--- src/rtl/bram_line_mover.sv ---
// Line-granular port master for a single-port no-change BRAM with 1-cycle read.
// FILL streams one line out of the BRAM, WB writes one streamed line into it.
module bram_line_mover #(
    parameter int  DATA_W     = 32,
    parameter int  ADDR_W     = 12,
    parameter int  LINE_WORDS = 8,
    localparam int OFF_W      = $clog2(LINE_WORDS)
) (
    input  logic                      clka,
    input  logic                      rsta,
    input  logic                      req_valid,
    output logic                      req_ready,
    input  logic                      req_write,
    input  logic [ADDR_W-OFF_W-1:0]   req_line,
    output logic                      rd_valid,
    input  logic                      rd_ready,
    output logic [DATA_W-1:0]         rd_data,
    output logic [OFF_W-1:0]          rd_idx,
    output logic                      rd_last,
    input  logic                      wr_valid,
    output logic                      wr_ready,
    input  logic [DATA_W-1:0]         wr_data,
    output logic                      done,
    output logic [ADDR_W-1:0]         bram_addra,
    output logic [DATA_W-1:0]         bram_dina,
    output logic                      bram_wea,
    output logic                      bram_ena,
    input  logic [DATA_W-1:0]         bram_douta
);

    localparam logic [1:0] ST_IDLE = 2'd0;
    localparam logic [1:0] ST_FILL = 2'd1;
    localparam logic [1:0] ST_WB   = 2'd2;
    localparam logic [1:0] ST_FIN  = 2'd3;

    logic [1:0]              state_r;
    logic [ADDR_W-OFF_W-1:0] line_r;
    logic [OFF_W:0]          iss_cnt_r;   // extra MSB marks "all words issued"
    logic                    out_v_r;
    logic [OFF_W-1:0]        out_idx_r;
    logic [OFF_W-1:0]        wr_cnt_r;
    logic                    fill_issue_s;

    // Output and BRAM-port decode; reset forces every strobe low in the same cycle.
    always_comb begin
        req_ready    = 1'b0;
        rd_valid     = 1'b0;
        rd_data      = '0;
        rd_idx       = '0;
        rd_last      = 1'b0;
        wr_ready     = 1'b0;
        done         = 1'b0;
        bram_addra   = '0;
        bram_dina    = '0;
        bram_wea     = 1'b0;
        bram_ena     = 1'b0;
        fill_issue_s = 1'b0;
        if (rsta) begin
            fill_issue_s = 1'b0;
        end else begin
            case (state_r)
                ST_IDLE: req_ready = 1'b1;
                ST_FILL: begin
                    // Stalling ena keeps the no-change BRAM holding the presented word.
                    fill_issue_s = !iss_cnt_r[OFF_W] && (!out_v_r || rd_ready);
                    bram_ena     = fill_issue_s;
                    bram_addra   = {line_r, iss_cnt_r[OFF_W-1:0]};
                    rd_valid     = out_v_r;
                    rd_data      = out_v_r ? bram_douta : '0;
                    rd_idx       = out_v_r ? out_idx_r : '0;
                    rd_last      = out_v_r && (&out_idx_r);
                end
                ST_WB: begin
                    wr_ready = 1'b1;
                    if (wr_valid) begin
                        bram_ena   = 1'b1;
                        bram_wea   = 1'b1;
                        bram_addra = {line_r, wr_cnt_r};
                        bram_dina  = wr_data;
                    end else begin
                        bram_ena   = 1'b0;
                        bram_wea   = 1'b0;
                    end
                end
                ST_FIN:  done = 1'b1;
                default: req_ready = 1'b0;
            endcase
        end
    end

    // State, line register and word counters.
    always_ff @(posedge clka) begin
        if (rsta) begin
            state_r   <= ST_IDLE;
            line_r    <= '0;
            iss_cnt_r <= '0;
            out_v_r   <= 1'b0;
            out_idx_r <= '0;
            wr_cnt_r  <= '0;
        end else begin
            case (state_r)
                ST_IDLE: begin
                    if (req_valid) begin
                        line_r    <= req_line;
                        iss_cnt_r <= '0;
                        out_v_r   <= 1'b0;
                        out_idx_r <= '0;
                        wr_cnt_r  <= '0;
                        state_r   <= req_write ? ST_WB : ST_FILL;
                    end
                end
                ST_FILL: begin
                    if (fill_issue_s) begin
                        iss_cnt_r <= iss_cnt_r + 1'b1;
                        out_v_r   <= 1'b1;
                        out_idx_r <= iss_cnt_r[OFF_W-1:0];
                    end else if (out_v_r && rd_ready) begin
                        out_v_r   <= 1'b0;
                    end
                    if (rd_valid && rd_ready && rd_last) begin
                        state_r <= ST_FIN;
                    end
                end
                ST_WB: begin
                    if (wr_valid) begin
                        wr_cnt_r <= wr_cnt_r + 1'b1;
                        if (&wr_cnt_r) begin
                            state_r <= ST_FIN;
                        end
                    end
                end
                ST_FIN:  state_r <= ST_IDLE;
                default: state_r <= ST_IDLE;
            endcase
        end
    end

endmodule

--- config.mk ---
export PLATFORM = sky130hd
export DESIGN_NAME = bram_line_mover
export DESIGN_NICKNAME = d
export VERILOG_FILES = /design/src/rtl/bram_line_mover.sv
export SDC_FILE = /design/constraint.sdc
export NUM_CORES = 1
export LEC_CHECK = 0
export BUFFER_PORTS_ARGS = -buffer_cell sky130_fd_sc_hd__buf_2
export CORE_ASPECT_RATIO = 0.8
export CORE_MARGIN = 2
export CORE_UTILIZATION = 33
export DETAILED_ROUTE_END_ITERATION = 6
export PLACE_DENSITY = 0.88
export SYNTH_ARGS = -nofsm -noshare
export SYNTH_HDL_FRONTEND = slang
export SYNTH_SLANG_ARGS = --single-unit
--- constraint.sdc ---
create_clock -name clka -period 1.7 [get_ports clka]
set_clock_uncertainty 0.05 [all_clocks]
set_input_delay 0.085 -clock clka [delete_from_list [all_inputs] [get_ports clka]]
set_output_delay 0.085 -clock clka [all_outputs]
set_load 0.05 [all_outputs]
# Yosys cells after proc, flatten, opt, wreduce, memory -nomap -nowiden
# Cells that the tools add are included.
[classes] n_addsub=2 eq_ne=9 mux=47 n_reduce_logical=18
[op_table] operator="32-bit 2-to-1 mux" n=6
[op_table] operator="12-bit 2-to-1 mux" n=2
[op_table] operator="12-bit case mux with 2 select lines" n=1
[op_table] operator="1-bit 2-to-1 mux" n=19
[op_table] operator="3-bit 2-to-1 mux" n=6
[op_table] operator="3-bit AND reduction" n=5
[op_table] operator="3-bit case mux with 2 select lines" n=2
[op_table] operator="2-bit 2-to-1 mux" n=5
[op_table] operator="2-bit inequality test (second input constant)" n=5
[op_table] operator="4-bit 2-to-1 mux" n=2
[op_table] operator="2-bit case mux with 4 select lines" n=1
[op_table] operator="4-bit case mux with 2 select lines" n=1
[op_table] operator="1-bit logical AND" n=5
[op_table] operator="4-bit by 1-bit adder with 4-bit output (second input constant)" n=1
[op_table] operator="2-bit == test (second input constant)" n=2
[op_table] operator="1-bit case mux with 2 select lines" n=2
[op_table] operator="4-bit AND reduction" n=1
[op_table] operator="2-bit nonzero test" n=2
[op_table] operator="3-bit by 1-bit adder with 3-bit output (second input constant)" n=1
[op_table] operator="3-bit inequality test (second input constant)" n=1
[op_table] operator="2-bit by 1-bit == test with 1-bit output (second input constant)" n=1
[op_table] operator="1-bit logical NOT" n=2
[op_table] operator="2-bit logical NOT" n=1
[op_table] operator="2-bit AND reduction" n=1
[op_table] operator="1-bit logical OR" n=1
[totals] ff_bits=22 input_bits=79 out_inout_bits=86 wordCells=82

# Depth between registers and ports, before layout
[depth] depth_word=7 mapped_depth=6 ltp_nobuf=6

# Worst setup path after synthesis
# OpenSTA, ideal clock, no wires.
[synth_path] kind="register to output" start="register state_r[1]" end="output port rd_last" t_arrival_ns=2.067 required_time_ns=1.565 slack_ns=-0.502 path_stages_with_launch=7 n_path_buf=2 cell_sequence="dfxtp_1 -> inv_1 -> ha_1 -> and3b_1 -> clkbuf_1 -> clkbuf_1 -> and2_1"
[synth_via] elab_chain_cells=3
[synth_lines] element="start: declaration" line="36" rtl="logic [1:0] state_r;"
[synth_lines] element="start signal: assignment" line="109" rtl="state_r <= req_write ? ST_WB : ST_FILL;"
[synth_lines] element="2-bit by 1-bit == test with 1-bit output" line="61" rtl="case (state_r)"
[synth_lines] element="1-bit 2-to-1 mux" line="61"
[synth_lines] element="1-bit 2-to-1 mux" line="58" rtl="if (rsta) begin"
[synth_lines] element="end: declaration" line="19" rtl="output logic rd_last,"
# No other way between the ends.

# Worst setup path after layout
[layout_path] start="register state_r[1]" end="output port bram_dina[21]"
[layout_via] elab_chain_cells=3
[layout_lines] element="2-bit == test" line="61"
[layout_lines] element="32-bit 2-to-1 mux" line="61"
[layout_lines] element="32-bit 2-to-1 mux" line="58"
[layout_lines] element="end: declaration" line="25" rtl="output logic [DATA_W-1:0] bram_dina,"
# No other way between the ends.

==> flow_metrics.tcl <==
set metrics [dict create \
    hpwl_um 4660 \
    ir_drop_uv 713 \
    power_mw 3.04 \
    p_leak_nw 1.86 \
    seqPwrFrac_pct 22.1 \
    gp_congestion 0.770 \
    critPathMaxFanout 9 \
    die_area_um2 5620 \
    relSlewSlack_pct 78.0 \
    internal_power_mw 1.71 \
    syn_inst 225 \
    synth_top_flop_cell "dfxtp_1" \
    grt-ovfl-total 0 \
    p_clk_share_pct 12.3 \
    cp_data_required_time_ns 1.56 \
    synth_edf_count 0 \
    synth.net_count 312 \
    pin_count 165 \
    clkLatencyLatePin_ns 0.26 \
    fp.dieW_um 83.3 \
    crit_type "reg -> out" \
    worst_setup_path_end_kind "output port" \
    start_kind "flip-flop" \
    worstSetupStartpoint "state_r[1]" \
    synth-seq-cells 22 \
    violations "negative setup slack" \
    synth_top_family_by_area "simple AND/OR/NAND/NOR gates" \
    synth_xor_area_share_pct 0 \
    syn_to_final_growth_pct 121 \
    cts_tree "yes" \
    vias 2373 \
    design_area_um2 3680 \
    pwr-share-comb_pct 65.5 \
    powerDensity_nw_per_um2 827 \
    ant_nets 0 \
    fin_crit_ns 1.79 \
    rsz0062_at_grt "yes" \
    die_h_um 67.4 \
    row_count 23 \
    cts_hold_buffers 0 \
    grt_pass1_vias 2302 \
    yosys_warnings 0 \
    switching_share_pct 43.8 \
    max_freq_mhz 559 \
    postPlaceCellArea_um2 2700 \
    drv_slew 0 \
    cts_root_buf "clkbuf_8" \
    wl_per_cell_um 17.5 \
    drtPass1Iterations 4 \
    maxCapViolCount 0 \
    drcViolationCount 0 \
    cts_htree_levels 1 \
    wl_um 8160 \
    synth_area_um2 1660 \
    async_flop_share_pct 0 \
    num-fill-cells 346 \
    track_usage_pct 25.0 \
    hold_start "req_line[1]" \
    portBuffers 164 \
    synth-simple-area-share_pct 44.5 \
    tightest_slew_ns 0.330 \
    clockBufferDepth 2 \
    clk_pin_slew_ns 0.08 \
    synth_mux_area_share_pct 3.24 \
    viasPerCell 5.08 \
    grt_first_pass_wirelength_um 11300 \
    cts_inserted_buffers 3 \
    r2r_start "state_r[1]" \
    drive_above_1_share_pct 68.1 \
    grt_max_degree 38 \
    cts.sinks 22 \
    status "finished, violations left" \
    antenna_found_initial 1 \
    finalHoldViolCount 0 \
    start_util_pct 33.7 \
    avgSynthCellArea_um2 7.38 \
    cp.arrival_ns 1.65 \
    fin_crit_sh_pct 105 \
    synth.distinct_cells 34 \
    nets 492 \
    synth_compound_gate_area_share_pct 14.7 \
    worst_slack_ns -0.0894 \
    power_switching_mw 1.33 \
    hp-class "in -> reg" \
    drt_iter0_drc 106 \
    core_area_um2 4920 \
    synth_seq_area_share_pct 26.5 \
    yosys.area_share.adder_pct 6.03 \
    setup_viol 75 \
]
==> Yosys cell counts (4+ instances only) <==
cell type / number / area (µm²)
and2_1: 47 / 294
and3_1: 33 / 206
nand2_1: 24 / 90.1
dfxtp_1: 22 / 440
clkbuf_1: 15 / 56.3
a21oi_1: 14 / 70.1
nor2_1: 13 / 48.8
ha_1: 8 / 100
nor2b_1: 6 / 37.5
inv_1: 5 / 18.8
a22o_1: 4 / 35.0
o21ai_0: 4 / 20.0
==> registers in the layout (all words and copies together) (netlist names) <==
name / cells
iss_cnt_r: 4
state_r: 2
out_v_r: 1
out_idx_r: 3
wr_cnt_r: 3
line_r: 9
==> cells by family after synthesis <==
kind of cell,count (synthesis)
AO/OA/AOI/OAI,37
adder cells (fa/ha/maj),8
buffers and inverters,22
flip-flops,22
multiplexers,5
AND/OR/NAND/NOR,131
==> placed cells by master, fill, tap and decap left out, types with 4 or more instances in the layout <==
master    count
nor2b_1       4
and2_2       22
ha_1          5
o21ai_0       4
nor2_1        8
and2_1        6
a22o_1        4
buf_4        22
dfxtp_1      20
a21oi_1      12
buf_8        29
and3_4        9
clkbuf_8      4
and3_1       21
and2_4       19
nor2_2        4
buf_6        58
buf_2        80
nand2_1      24
==> routing by layer <==
layer	GRT usage, %	share of wire, %	vias to the layer above
li1	-	-	1128
met4	8.61	3.1	0
met2	48.0	53	102
met1	28.3	39	1118
met3	4.77	5.4	25
met5	0	0	-
==> power groups by stage <==
stage               registers [mW]  logic, mW  clock network (mW)
floorplan                    0.633      0.921                   0
global placement             0.635       1.34                   0
detailed placement           0.641       1.38                   0
CTS                          0.660       1.85               0.380
global route                 0.682       2.10               0.394
finish                       0.673       1.99               0.375
==> stage by stage <==
stage / setup TNS [ns] / utilization (%) / instances / setup slack, ns / hold WS [ns]
after global routing: -6.44 / 74.7 / 467 / -0.134 / 0.0155
after CTS: -1.87 / 72.5 / 465 / -0.0608 / 0.00317
after detailed placement: -0.100 / 54.9 / 451 / -0.0283 / 0.283
final: -3.41 / 74.7 / 467 / -0.0894 / 0.00354
after global placement: 0 / 54.9 / 451 / 0.0407 / 0.274
after floorplan: -0.0387 / - / 225 / -0.0387 / 0.171
==> critical path, stage by stage, from the launching register on <==
cell and delay [ns]:
dfxtp_2 0.37, buf_6 0.11, ha_4 0.15, nor2b_4 0.23
buf_6 0.16, and3_1 0.20, buf_6 0.17
==> worst paths after layout <==
kind	end	slack, ns	cells after the start
setup reg to reg	state_r[1]	-0.02	6
setup / recovery	bram_dina[21]	-0.09	6
hold reg to reg	line_r[6]	0.41	2
hold / removal	line_r[1]	0.004	3
==> area by class of cell <==
class / instances / area [µm²] / area share (%)
Sequential cell: 22 / 445 / 12.1
Inverter: 5 / 26.3 / 0.715
Antenna cell: 1 / 2.50 / 0.0681
Tap cell: 62 / 77.6 / 2.11
Clock buffer: 4 / 55.1 / 1.50
Multi-Input combinational cell: 181 / 1380 / 37.5
Timing Repair Buffer: 192 / 1690 / 45.9
==> what timing repair did <==
action                     in CTS  in global routing
pin swaps                      16                  7
setup endpoints to repair      91                 90
cloned                          4                  0
buffers inserted                6                  1
gates resized for setup       230                 28
(Power assumes the default switching activity.)
